[src/rtl/window_pos_queue_pkg.sv]
// Shared types and width helpers for the window position queue.
// win_pos_t uses the default geometry; the top rebuilds the struct from its own parameters.
package window_pos_queue_pkg;

  function automatic int calc_width(input int range);
    return (range > 1) ? $clog2(range) : 1;
  endfunction

  localparam int IMG_WIDTH_DEF  = 45;
  localparam int IMG_HEIGHT_DEF = 45;
  localparam int W_SCALE_DEF    = 3;
  localparam int W_X_DEF        = calc_width(IMG_WIDTH_DEF);
  localparam int W_Y_DEF        = calc_width(IMG_HEIGHT_DEF);

  typedef struct packed {
    logic                   eot;
    logic [W_SCALE_DEF-1:0] scale;
    logic [W_Y_DEF-1:0]     y;
    logic [W_X_DEF-1:0]     x;
  } win_pos_t;

endpackage

[src/rtl/window_pos_queue_pos_fifo.sv]
// Small register-based FIFO holding window positions awaiting a classifier result.
// The head entry is read combinationally so it can be paired in the same cycle as the result.
module window_pos_queue_pos_fifo
  import window_pos_queue_pkg::*;
#(
  parameter int  DEPTH = 4,
  parameter type T     = win_pos_t
) (
  input  logic clk,
  input  logic rst,
  input  logic i_push,
  input  T     i_data,
  input  logic i_pop,
  output T     o_head,
  output logic o_full,
  output logic o_empty
);

  localparam int W_PTR = $clog2(DEPTH);
  localparam int W_LVL = $clog2(DEPTH + 1);

  T                 r_mem [DEPTH];
  logic [W_PTR-1:0] r_wr_ptr;
  logic [W_PTR-1:0] r_rd_ptr;
  logic [W_LVL-1:0] r_level;
  logic             w_push;
  logic             w_pop;

  assign o_full  = (r_level == W_LVL'(DEPTH));
  assign o_empty = (r_level == '0);
  assign w_push  = i_push && !o_full;
  assign w_pop   = i_pop && !o_empty;
  assign o_head  = r_mem[r_rd_ptr];

  always_ff @(posedge clk) begin
    if (w_push) begin
      r_mem[r_wr_ptr] <= i_data;
    end
  end

  // DEPTH is a power of two, so pointer wrap is the natural overflow.
  always_ff @(posedge clk or posedge rst) begin
    if (rst) begin
      r_wr_ptr <= '0;
      r_rd_ptr <= '0;
      r_level  <= '0;
    end else begin
      if (w_push) r_wr_ptr <= r_wr_ptr + 1'b1;
      if (w_pop)  r_rd_ptr <= r_rd_ptr + 1'b1;
      case ({w_push, w_pop})
        2'b10:   r_level <= r_level + 1'b1;
        2'b01:   r_level <= r_level - 1'b1;
        default: r_level <= r_level;
      endcase
    end
  end

endmodule

[src/rtl/window_pos_queue.sv]
// Pairs in-order classifier results with queued window positions and emits detection beats,
// one per hit plus a closing beat per frame carrying the frame's hit count.
module window_pos_queue
  import window_pos_queue_pkg::*;
#(
  parameter int  IMG_WIDTH  = 45,
  parameter int  IMG_HEIGHT = 45,
  parameter int  DEPTH      = 4,
  parameter int  W_SCALE    = 3,
  parameter int  W_CNT      = 16,
  localparam int W_X        = calc_width(IMG_WIDTH),
  localparam int W_Y        = calc_width(IMG_HEIGHT)
) (
  input  logic               clk,
  input  logic               rst,
  input  logic               i_window_pos_valid,
  output logic               o_window_pos_ready,
  input  logic               i_window_pos_eot,
  input  logic [W_X-1:0]     i_window_pos_x,
  input  logic [W_Y-1:0]     i_window_pos_y,
  input  logic [W_SCALE-1:0] i_window_pos_scale,
  input  logic               i_result_valid,
  output logic               o_result_ready,
  input  logic               i_result,
  output logic               o_detect_pos_valid,
  input  logic               i_detect_pos_ready,
  output logic               o_detect_pos_eot,
  output logic               o_detect_pos_hit,
  output logic [W_X-1:0]     o_detect_pos_x,
  output logic [W_Y-1:0]     o_detect_pos_y,
  output logic [W_SCALE-1:0] o_detect_pos_scale,
  output logic [W_CNT-1:0]   o_detect_count
);

  typedef struct packed {
    logic               eot;
    logic [W_SCALE-1:0] scale;
    logic [W_Y-1:0]     y;
    logic [W_X-1:0]     x;
  } pos_t;

  localparam logic [W_CNT-1:0] CNT_MAX = '1;

  pos_t             w_wr_entry;
  pos_t             w_head;
  logic             w_full;
  logic             w_empty;
  logic             w_fire;
  logic             w_load;
  logic [W_CNT-1:0] w_cnt_sum;

  logic               r_valid;
  logic               r_eot;
  logic               r_hit;
  logic [W_X-1:0]     r_x;
  logic [W_Y-1:0]     r_y;
  logic [W_SCALE-1:0] r_scale;
  logic [W_CNT-1:0]   r_count;
  logic [W_CNT-1:0]   r_hit_cnt;

  assign w_wr_entry = '{eot: i_window_pos_eot, scale: i_window_pos_scale,
                        y: i_window_pos_y, x: i_window_pos_x};

  window_pos_queue_pos_fifo #(
    .DEPTH (DEPTH),
    .T     (pos_t)
  ) u_pos_fifo (
    .clk     (clk),
    .rst     (rst),
    .i_push  (i_window_pos_valid),
    .i_data  (w_wr_entry),
    .i_pop   (w_fire),
    .o_head  (w_head),
    .o_full  (w_full),
    .o_empty (w_empty)
  );

  // Result is only taken when the output slot is free or draining this cycle.
  assign o_window_pos_ready = !w_full;
  assign o_result_ready     = !w_empty && (!r_valid || i_detect_pos_ready);
  assign w_fire             = i_result_valid && o_result_ready;
  assign w_load             = w_fire && (i_result || w_head.eot);
  assign w_cnt_sum          = (i_result && (r_hit_cnt != CNT_MAX)) ? r_hit_cnt + 1'b1 : r_hit_cnt;

  always_ff @(posedge clk or posedge rst) begin
    if (rst) begin
      r_valid <= 1'b0;
      r_eot   <= 1'b0;
      r_hit   <= 1'b0;
      r_x     <= '0;
      r_y     <= '0;
      r_scale <= '0;
      r_count <= '0;
    end else if (w_load) begin
      r_valid <= 1'b1;
      r_eot   <= w_head.eot;
      r_hit   <= i_result;
      r_x     <= w_head.x;
      r_y     <= w_head.y;
      r_scale <= w_head.scale;
      if (w_head.eot) r_count <= w_cnt_sum;
    end else if (i_detect_pos_ready) begin
      r_valid <= 1'b0;
    end
  end

  always_ff @(posedge clk or posedge rst) begin
    if (rst) begin
      r_hit_cnt <= '0;
    end else if (w_fire) begin
      r_hit_cnt <= w_head.eot ? '0 : w_cnt_sum;
    end
  end

  assign o_detect_pos_valid = r_valid;
  assign o_detect_pos_eot   = r_eot;
  assign o_detect_pos_hit   = r_hit;
  assign o_detect_pos_x     = r_x;
  assign o_detect_pos_y     = r_y;
  assign o_detect_pos_scale = r_scale;
  assign o_detect_count     = r_count;

endmodule

[config.mk]
export PLATFORM = sky130hd
export DESIGN_NAME = window_pos_queue
export DESIGN_NICKNAME = d
export VERILOG_FILES = /design/src/rtl/window_pos_queue_pkg.sv /design/src/rtl/window_pos_queue_pos_fifo.sv /design/src/rtl/window_pos_queue.sv
export SDC_FILE = /design/constraint.sdc
export NUM_CORES = 1
export LEC_CHECK = 0
export ABC_AREA = 1
export CAP_MARGIN = 15
export CELL_PAD_IN_SITES_DETAIL_PLACEMENT = 1
export CELL_PAD_IN_SITES_GLOBAL_PLACEMENT = 2
export CORE_MARGIN = 3
export CORE_UTILIZATION = 30
export CTS_BUF_LIST = sky130_fd_sc_hd__clkbuf_4
export CTS_CLUSTER_SIZE = 40
export DETAILED_ROUTE_END_ITERATION = 6
export PLACE_DENSITY = 0.77
export SETUP_SLACK_MARGIN = 0.5
export SYNTH_ARGS = -nofsm -noshare
export SYNTH_HDL_FRONTEND = slang
export SYNTH_SLANG_ARGS = --single-unit
[constraint.sdc]
create_clock -name clk -period 3.95 [get_ports clk]
set_clock_uncertainty 0.05 [all_clocks]
set_input_delay 0.79 -clock clk [delete_from_list [all_inputs] [get_ports clk]]
set_output_delay 0.79 -clock clk [all_outputs]
set_load 0.005 [all_outputs]
Word-level counts from Yosys, hierarchy flattened:

Memory sizes are Yosys's and may differ from the RTL's.
Cells that the tools add are included.
Widths: inputs -> output; s select.

* register bits: 57
* memory bits (writable): 64
* output and inout port bits: 36
* memories: 1

Memories
* u_pos_fifo.r_mem: words 4, width 16, read ports 1, clocked after Yosys merged registers in 0, wr ports 1, line window_pos_queue_pos_fifo.sv:22 `T r_mem [DEPTH];`

* $add $sub $neg: 5
* equal/unequal tests: 4
* mux-type cells: 7
* reduce and logical (&&, ||, !) cells: 15

Operator list (number)
* $mux 16: 2
* $add 16x1->16 const B: 1
* $ne 16x16->1 const B: 1
* $logic_and 1x1->1: 6
* $pmux 3 s2: 1
* $add 2x1->2 const B: 2
* $mux 1: 4
* $reduce_bool 2->1: 2
* $add 3x1->3 const B: 1
* $eq 3x3->1 const B: 1
* $logic_not 1->1: 3
* $logic_not 3->1: 1
* $sub 3x1->3 const B: 1
* $eq 2x1->1 const B: 1
* $eq 2x2->1 const B: 1
* $logic_or 1x1->1: 2
* $reduce_and 2->1: 1

Logic depth before layout (Yosys ltp):

Gate-level depths: netlist of the first run.

* depth after elaboration: 7
* depth in mapped cells: 12
* gate-level depth less buffers: 11

Modules after synthesis:

A second synthesis of the first run with hierarchy kept.

* cells, all modules: 580
* area total of the unflattened synthesis: 5577.8 µm²

Modules (own cells, without submodules)
* window_pos_queue_pos_fifo: instances 1, cells each 249, area each 3041.7 µm²
* window_pos_queue: instances 1, cells each 331, area each 2536.2 µm²

Least setup slack after synthesis of the first run:

Ideal clock, no wire load.

* path type: input port to flip-flop
* start: in i_detect_pos_ready
* end: reg u_pos_fifo.r_level[2]
* setup time: 0.131 ns
* arrival: 2.417 ns
* setup slack: 1.352 ns
* stages on the path: 12
* cells stage by stage: inv_1 > nand2_1 > nand2_1 > inv_1 > nand2_4 > clkbuf_1 > inv_1 > ha_1 > fa_1 > a21oi_1 > o21ai_0 > xor2_1

* word-level cells in the longest chain between the ends: 6
* elaborated cells between the ends (all ways): 8

Ends and longest elaborated chain
* start: declaration: line window_pos_queue.sv:26 `input logic i_detect_pos_ready,`
* $logic_or 1x1->1 (*): line window_pos_queue.sv:80 `assign o_result_ready = !w_empty && (!r_valid || i_detect_pos_ready);`
* $logic_and 1x1->1 (*): line window_pos_queue.sv:80
* named net o_result_ready: line window_pos_queue.sv:23 `output logic o_result_ready,`
* $logic_and 1x1->1 (*): line window_pos_queue.sv:81 `assign w_fire = i_result_valid && o_result_ready;`
* $logic_and 1x1->1 (*): line window_pos_queue_pos_fifo.sv:32 `assign w_pop = i_pop && !o_empty;`
* named net u_pos_fifo.w_pop: line window_pos_queue_pos_fifo.sv:27 `logic w_pop;`
* $eq 2x1->1 / $eq 2x2->1 (equally long branches): line window_pos_queue_pos_fifo.sv:50 `case ({w_push, w_pop})`
* $pmux 3 s2 / $reduce_bool 2->1 (equally long branches)
* end signal: assignment: line window_pos_queue_pos_fifo.sv:51 `2'b10: r_level <= r_level + 1'b1;`
* end signal: assignment: line window_pos_queue_pos_fifo.sv:52 `2'b01: r_level <= r_level - 1'b1;`
* end signal: assignment: line window_pos_queue_pos_fifo.sv:53 `default: r_level <= r_level;`
* end: declaration: line window_pos_queue_pos_fifo.sv:25 `logic [W_LVL-1:0] r_level;`

The timed path passes the listed nets; every way through them passes the cells marked *.
A chain may end at the register's enable or synchronous reset.

Final worst setup path of the first run:

* start: in i_detect_pos_ready
* end: out o_result_ready

* word-level cells in the longest chain between the ends: 2

Ends and longest elaborated chain (line)
* $logic_or 1x1->1: window_pos_queue.sv:80
* $logic_and 1x1->1: window_pos_queue.sv:80
* end: declaration: window_pos_queue.sv:23

No other way between the ends.

==> results of run 1 <==
==> cells in the final DEF (no fill, tap or decap), drive strengths merged, types with 4 or more instances in the layout <==
master         synthesis  layout
nand2                182     182
edfxtp                64      64
clkdlybuf4s50          0      57
dfrtp                 57      57
inv                   44      48
nand3                 47      47
nor2                  45      45
clkbuf                 6      18
o21ai                 17      17
mux2i                 15      15
o22ai                 15      15
buf                   11       9
ha                     6       6
xor2                   5       5
a21oi                  5       5
clkinv                 0       5
diode                  0       4
==> logic make-up (layout without fill, tap and decap cells) <==
logic type	Yosys count	count (layout)	synth area share, %
flops	121	121	63.0
simple gates	277	277	21.9
other cells	0	4	0
xor+xnor	6	6	0.989
buf+inv	61	141	5.39
compound gates	37	37	4.05
fa+ha+maj	7	7	1.79
mux	15	15	2.83
==> power by group <==
group          internal, W  switching (W)
Clock             0.000387       0.000493
Sequential         0.00162       0.000202
Combinational     0.000533       0.000722
==> layout make-up <==
type / instances / area share [%]
flip-flops and latches: 121 / 52.2
multi-input cells: 342 / 26.2
repair buffers: 66 / 9.96
well taps: 225 / 4.39
inverters: 44 / 2.69
clock inverters: 13 / 2.28
clock buffers: 18 / 2.11
diodes: 4 / 0.156
==> cells in the mapped netlist, types with 3 or more instances <==
| cell type | instances |
|---|---|
| buf_2 | 4 |
| inv_2 | 3 |
| o21ai_0 | 17 |
| inv_1 | 39 |
| mux2i_1 | 15 |
| xor2_1 | 5 |
| nand2_1 | 178 |
| dfrtp_1 | 57 |
| a21oi_1 | 4 |
| nor2_1 | 40 |
| o22ai_1 | 15 |
| nor2_2 | 3 |
| nand3_1 | 46 |
| buf_6 | 5 |
| clkbuf_1 | 6 |
| edfxtp_1 | 64 |
| ha_1 | 6 |
==> state kept, by name, summed over array words and instances (netlist names) <==
signal               count
u_pos_fifo.r_level       3
u_pos_fifo.r_rd_ptr      2
u_pos_fifo.r_wr_ptr      2
o_detect_pos_hit         1
o_detect_pos_y           6
o_detect_pos_scale       3
r_hit_cnt               16
u_pos_fifo.r_mem        64
o_detect_pos_x           6
o_detect_pos_valid       1
o_detect_pos_eot         1
o_detect_count          16
==> final timing paths <==
kind | slack, ns | cells past startpoint | to
max | 1.02 | 6 | o_result_ready
min | 0.44 | 2 | o_detect_count[9]
min in group asynchronous | 0.52 | 2 | o_detect_pos_x[1]
min reg2reg | 0.44 | 2 | o_detect_count[9]
max reg2reg | 1.54 | 7 | o_detect_pos_eot
max in group asynchronous | 2.67 | 3 | o_detect_count[12]
==> through the flow <==
stage / std cells / setup slack [ns]
CTS: 829 / 0.993
detailed placement: 798 / 0.873
floorplan: 524 / 1.35
global placement: 798 / 0.911
global route: 833 / 0.928
finish: 833 / 1.02
==> per-layer routing <==
layer	share of wire (%)	global-route usage, %	up-vias
met5	0	0	-
met4	1.7	4.99	0
met3	3.5	3.79	15
met2	50	23.4	63
met1	45	17.0	1900
li1	-	-	1868
==> worst max-delay path: cells and delay by family <==
| kind | cells | cell delay [ns] |
|---|---|---|
| buffers and inverters | 4 | 1.16 |
| AND/OR/NAND/NOR | 2 | 0.14 |
==> results.json, run 1 <==
{
  "yosysTopAreaCellShare_pct": 36.2,
  "cpPeakStageDelay_ns": 0.56,
  "r2r_start": "u_pos_fifo.r_rd_ptr[1]",
  "cts_hold_buf": 0,
  "postCtsSetupRepairBufs": 0,
  "port_buffers": 57,
  "critPathSlowestCell": "clkdlybuf4s50_1",
  "grt_first_pass_wirelength_um": 21100,
  "ios": 58,
  "overflow": 0,
  "drtAntennaViolNets": 0,
  "hp-class": "flop to flop",
  "status": "completed",
  "drive_above_1_share_pct": 9.77,
  "p_per_area_nw_per_um2": 618,
  "clockRootBuffer": "clkbuf_4",
  "start_kind": "input port",
  "synth_edf_count": 64,
  "critPathCaptureType": "primary output",
  "crit_start": "i_detect_pos_ready",
  "path_cells": "clkdlybuf4s50_1 -> inv_1 -> nand2_1 -> nand2_1 -> inv_1 -> clkdlybuf4s50_1",
  "setup_viol": 0,
  "dr_total_vias": 3846,
  "cts_sinks": 121,
  "routed_wl_um": 12800,
  "hold_start": "o_detect_count[9]",
  "fin_hold_ws_ns": 0.437,
  "final_nets": 621,
  "slew_headroom_pct": 28.0,
  "dpl_cell_area_um2": 6120,
  "synth_seq_area_share_pct": 63.0,
  "crit_arrival_ns": 2.09,
  "multi_input_area_um2": 1680,
  "htreeDepth": 4,
  "synth-main-ff-cell": "edfxtp_1",
  "cts_tree": "built",
  "path_class": "input port to primary output",
  "synthTopCellsByArea": "edfxtp_1, dfrtp_1, nand2_1",
  "ir_worst_vdd_uv": 281,
  "placementRows": 48,
  "grt_use_total_pct": 13.8,
  "synth_fp_nets": 553,
  "drc": 0,
  "grt_antenna_before_repair": 1,
  "ys_ff_latch": 121,
  "min_period_ns": 2.93,
  "firstDrtPassIters": 4,
  "fp.dieH_um": 139,
  "cts_made_buffers": 17,
  "drv_cap": 0,
  "die_area_um2": 19300,
  "core-area_um2": 17300,
  "drv_slew": 0,
  "dpl.hpwl_um": 8710,
  "gp_congestion": 0.807,
  "fp.dieW_um": 139,
  "synth.distinct_cells": 30,
  "syn_to_final_growth_pct": 20.7,
  "grt_pass1_vias": 4034,
  "crit_required_ns": 3.11,
  "start_util_pct": 30.7,
  "postLayoutCellArea_um2": 6410,
  "drt_first_iter_violations": 168,
  "setup-tns-final_ns": 0,
  "path_max_fanout": 2,
  "post-route-period-util_pct": 74.1,
  "max_freq_mhz": 342,
  "fill_cells": 1980,
  "clk_path_buf_depth": 2,
  "async_flop_share_pct": 47.1,
  "power_w": 0.00396,
  "via_per_inst": 4.62,
  "clock_latency_ns": 0.52,
  "seqCellArea_um2": 3350,
  "netlist_area_um2": 5310,
  "fin_util_pct": 37.1,
  "syn_area_per_cell_um2": 10.1,
  "p_leak_nw": 2.79,
  "syn_inst": 524,
  "cts_resized": 0,
  "rsz0062_at_grt": "false",
  "hold_viol_final": 0,
  "synth_top_area_cell": "edfxtp_1",
  "grt_max_degree": 34,
  "yosys_warnings": 0,
  "tightest_slew_ns": 1.08,
  "wire_per_inst_um": 15.3,
  "clkTransAtPathRegs_ns": 0.11
}
Power figures use the tool's default switching activity.
==> inputs of run 2 (changes only) <==
Settings changed: PLACE_DENSITY 0.77 to 0.79.
Clock period 3.95 ns to 2.5 ns, I/O delays scaled along.
==> results.json, run 2 (same netlist as run 1, synthesis figures left out) <==
{
  "placementRows": 48,
  "final_nets": 647,
  "setup-tns-final_ns": 0,
  "grt_pass1_vias": 4283,
  "max_freq_mhz": 536,
  "p_leak_nw": 3.10,
  "syn_to_final_growth_pct": 25.6,
  "drtAntennaViolNets": 0,
  "drv_cap": 0,
  "clock_latency_ns": 0.53,
  "port_buffers": 57,
  "start_util_pct": 30.7,
  "clkTransAtPathRegs_ns": 0.13,
  "fill_cells": 1949,
  "drc": 0,
  "gp_congestion": 0.788,
  "ir_worst_vdd_uv": 400,
  "slew_headroom_pct": 55.9,
  "grt_max_degree": 23,
  "core-area_um2": 17300,
  "grt_use_total_pct": 14.0,
  "hp-class": "input port to flop",
  "drive_above_1_share_pct": 15.8,
  "regMostFlops": "u_pos_fifo.r_mem",
  "rsz0062_at_grt": "true",
  "grt_antenna_before_repair": 1,
  "dpl_cell_area_um2": 6240,
  "cts_tree": "built",
  "grt_first_pass_wirelength_um": 21500,
  "hold_viol_final": 0,
  "p_per_area_nw_per_um2": 961,
  "dr_total_vias": 3943,
  "cts_sinks": 121,
  "path_class": "flop to primary output",
  "setup_viol": 0,
  "final_cell_mix": "nand2_1, edfxtp_1, dfrtp_1",
  "clk_path_buf_depth": 2,
  "fp.dieH_um": 139,
  "tightest_slew_ns": 0.662,
  "fp.dieW_um": 139,
  "wire_per_inst_um": 15.2,
  "largest_register_ffs": 64,
  "crit_arrival_ns": 1.32,
  "postLayoutCellArea_um2": 6680,
  "ios": 58,
  "firstDrtPassIters": 4,
  "clockRootBuffer": "clkbuf_4",
  "routed_wl_um": 13000,
  "cts_made_buffers": 17,
  "cts_hold_buf": 0,
  "dpl.hpwl_um": 8730,
  "min_period_ns": 1.87,
  "critPathCaptureType": "primary output",
  "path_max_fanout": 2,
  "mostFrequentLayoutCell": "nand2_1",
  "die_area_um2": 19300,
  "drv_slew": 0,
  "post-route-period-util_pct": 74.6,
  "start_kind": "flop",
  "crit_required_ns": 1.95,
  "htreeDepth": 4,
  "status": "completed",
  "overflow": 0,
  "drt_first_iter_violations": 173,
  "via_per_inst": 4.60
}
[run 2: layout make-up]
class | instances | area (um^2) | area share [%]
Clock buffer | 17 | 128 | 1.91
Inverter | 44 | 183 | 2.74
Multi-Input combinational cell | 342 | 1710 | 25.7
Clock inverter | 15 | 176 | 2.64
Tap cell | 225 | 282 | 4.22
Sequential cell | 121 | 3350 | 50.2
Antenna cell | 1 | 2.50 | 0.0375
Timing Repair Buffer | 92 | 841 | 12.6
[run 2: final timing paths]
kind                                  startpoint                      to  slack (ns)  cells past startpoint
max in group asynchronous                    rst  u_pos_fifo.r_rd_ptr[0]        1.60                      3
min reg2reg                o_detect_pos_scale[1]   o_detect_pos_scale[1]        0.43                      2
max reg2reg                u_pos_fifo.r_level[2]   u_pos_fifo.r_level[2]        0.66                     11
min                           i_detect_pos_ready      o_detect_pos_valid        0.27                      4
max                        u_pos_fifo.r_level[2]          o_result_ready        0.63                      5
min in group asynchronous                    rst           r_hit_cnt[12]        0.28                      2
[run 2: routing by layer]
layer / vias up / part of all wire [%] / track usage, %
met5: - / 0 / 0
met3: 7 / 2.9 / 3.52
met2: 55 / 52 / 24.6
met4: 0 / 1.0 / 4.89
li1: 1921 / - / -
met1: 1960 / 44 / 16.7
[run 2: where the power goes]
part           internal, W  leakage, nW  total [W]  switching (W)
Sequential         0.00257         1.33    0.00283       0.000267
Clock             0.000555        0.162    0.00146       0.000903
Combinational     0.000906         1.61    0.00213        0.00122
Total              0.00403         3.10    0.00642        0.00239
[run 2: metrics by stage]
step	total power (W)	setup slack, ns	hold slack, ns	cells	utilization (%)
floorplan	0.00414	0.490	0.415	524	-
global placement	0.00494	0.114	0.406	804	36.1
detailed placement	0.00505	0.0750	0.407	804	36.1
CTS	0.00653	0.451	0.246	855	38.5
global route	0.00689	0.468	0.248	857	38.6
finish	0.00642	0.634	0.274	857	38.6
[run 2: critical path, cell delays in order (launching register included)]
cell	delay (ns)
dfrtp_1	0.42
inv_2	0.07
nand3_2	0.09
nand2_2	0.07
inv_2	0.04
clkbuf_2	0.10
[run 2: repair_timing]
item | in CTS | in global routing
gates cloned | 0 | 0
resized for setup | 39 | 10
setup buffers | 19 | 1
pin swaps | 1 | 1
endpoints found under the setup margin | 36 | 21
==> inputs of run 3 (changes only) <==
Settings changed: PLACE_DENSITY 0.79 to 0.77.
Clock period 2.5 ns to 1.9 ns, I/O delays scaled along.
==> results.json, run 3 (same netlist as run 1, synthesis figures left out) <==
{
  "status": "completed",
  "critPathSlowestCell": "dfrtp_1",
  "drv_slew": 0,
  "regMostFlops": "u_pos_fifo.r_mem",
  "dpl.hpwl_um": 8740,
  "wire_per_inst_um": 16.6,
  "dr_total_vias": 4296,
  "grt_use_total_pct": 15.6,
  "ios": 58,
  "drive_above_1_share_pct": 46.3,
  "gp_congestion": 0.778,
  "grt_max_degree": 58,
  "tightest_slew_ns": 0.368,
  "mostFrequentLayoutCell": "nand2_1",
  "cts_made_buffers": 17,
  "start_util_pct": 30.7,
  "drt_first_iter_violations": 200,
  "worst-path-stages": 11,
  "path_buf_inv": 3,
  "post-route-period-util_pct": 95.1,
  "dpl_worst_slack_ns": -0.315,
  "drv_cap": 0,
  "final_nets": 713,
  "syn_to_final_growth_pct": 50.9,
  "clkTransAtPathRegs_ns": 0.11,
  "start_kind": "flop",
  "core-area_um2": 17300,
  "worst_slack_ns": 0.0926,
  "rsz0062_at_grt": "true",
  "ir_worst_vdd_uv": 611,
  "crit_top_cell": "inv_2",
  "multi_input_area_um2": 2410,
  "stdcell_count": 922,
  "hp-class": "input port to async pin",
  "clock_latency_ns": 0.53,
  "antennaDiodeCount": 0,
  "grt_antenna_before_repair": 0,
  "max_freq_mhz": 553,
  "routed_wl_um": 15300,
  "fill_cells": 1893,
  "firstDrtPassIters": 4,
  "via_per_inst": 4.66,
  "cts_tree": "built",
  "clockRootBuffer": "clkbuf_4",
  "cts_sinks": 121,
  "dp_cells": 814,
  "grt_pass1_vias": 4559,
  "placementRows": 48,
  "drtAntennaViolNets": 0,
  "slew_headroom_pct": 75.5,
  "min_period_ns": 1.81,
  "drc": 0,
  "crit_required_ns": 2.26,
  "overflow": 0,
  "path_class": "flop to flop",
  "fin_hold_ws_ns": 0.204,
  "p_leak_nw": 3.52,
  "final_cell_mix": "nand2_1, buf_4, edfxtp_1",
  "hold_viol_final": 0,
  "cp_top_family": "adder cells",
  "setup_viol": 0,
  "p_per_area_nw_per_um2": 1210,
  "r2r_cells": 11,
  "fp.dieH_um": 139,
  "cpPeakStageDelay_ns": 0.42,
  "largest_register_ffs": 64,
  "seqCellArea_um2": 3360,
  "clk_path_buf_depth": 2,
  "fp.dieW_um": 139,
  "path_cells": "inv_2 -> nand3_2 -> nand2_2 -> inv_2 -> nand2_4 -> inv_4 -> ha_4 -> fa_2 -> a21oi_2 -> o21ai_1 -> xor2_1",
  "htreeDepth": 4,
  "grt_first_pass_wirelength_um": 23700,
  "path_max_fanout": 3,
  "crit_arrival_ns": 2.17,
  "critPathCaptureType": "flop",
  "port_buffers": 57,
  "die_area_um2": 19300,
  "fin_util_pct": 46.4
}
[run 3: cell types whose count changed in the layout (fill, tap and decap cells not counted), sizes merged, moves of 3 or more]
cell          change
clkinvlp          +3
dlygate4sd2      -31
clkbuf            +9
dlymetal6s2s      -3
clkinv            +4
inv              -12
buf              +93
[run 3: worst register-to-register path, cell delays in order (launching register included)]
cell and delay [ns]:
dfrtp_1 0.42, inv_2 0.09, nand3_2 0.06, nand2_2 0.06, inv_2 0.04, nand2_4 0.07
inv_4 0.04, ha_4 0.16, fa_2 0.34, a21oi_2 0.12, o21ai_1 0.08, xor2_1 0.15
[run 3: timing repair]
action,CTS,global route
setup buffers,30,38
hold buffers,0,0
setup endpoints to repair,153,155
gates resized for setup,218,123
gates cloned,5,3
pin swaps,26,54
[run 3: report_power, final]
part	internal [W]	switching (W)	total [W]
Clock	0.000839	0.00101	0.00185
Combinational	0.00198	0.00225	0.00423
Sequential	0.00338	0.000275	0.00365
[run 3: path summary, 6_finish.rpt]
path / startpoint / end / slack (ns)
min in group clk: o_detect_count[14] / o_detect_count[14] / 0.44
min: rst / u_pos_fifo.r_level[2] / 0.20
max: u_pos_fifo.r_level[1] / u_pos_fifo.r_level[2] / 0.09
min reg2reg: o_detect_count[14] / o_detect_count[14] / 0.44
max in group asynchronous: rst / r_hit_cnt[12] / 1.25
max reg2reg: u_pos_fifo.r_level[1] / u_pos_fifo.r_level[2] / 0.09
[run 3: layout make-up]
type	count	share of cell area, %
Sequential cell	121	41.9
Tap cell	225	3.51
Multi-Input combinational cell	343	30.0
Timing Repair Buffer	157	18.4
Clock inverter	11	1.56
Inverter	44	2.68
Clock buffer	21	1.97
[run 3: metrics by stage]
| stage | cell area (um^2) | TNS, ns | total power, W |
|---|---|---|---|
| 3_3_place_gp | 6460 | -2.28 | 0.00682 |
| 6_report | 8020 | 0 | 0.00973 |
| 5_1_grt | 8020 | 0 | 0.0104 |
| 3_5_place_dp | 6460 | -4.69 | 0.00695 |
| 4_1_cts | 7200 | 0 | 0.00905 |
| 2_1_floorplan | 5450 | -0.0753 | 0.00553 |
[run 3: routing by layer]
metal	global-route usage (%)	wire [um]
met5	0	0
met4	5.51	224
met3	3.76	402
met2	28.3	8310
met1	17.9	6380
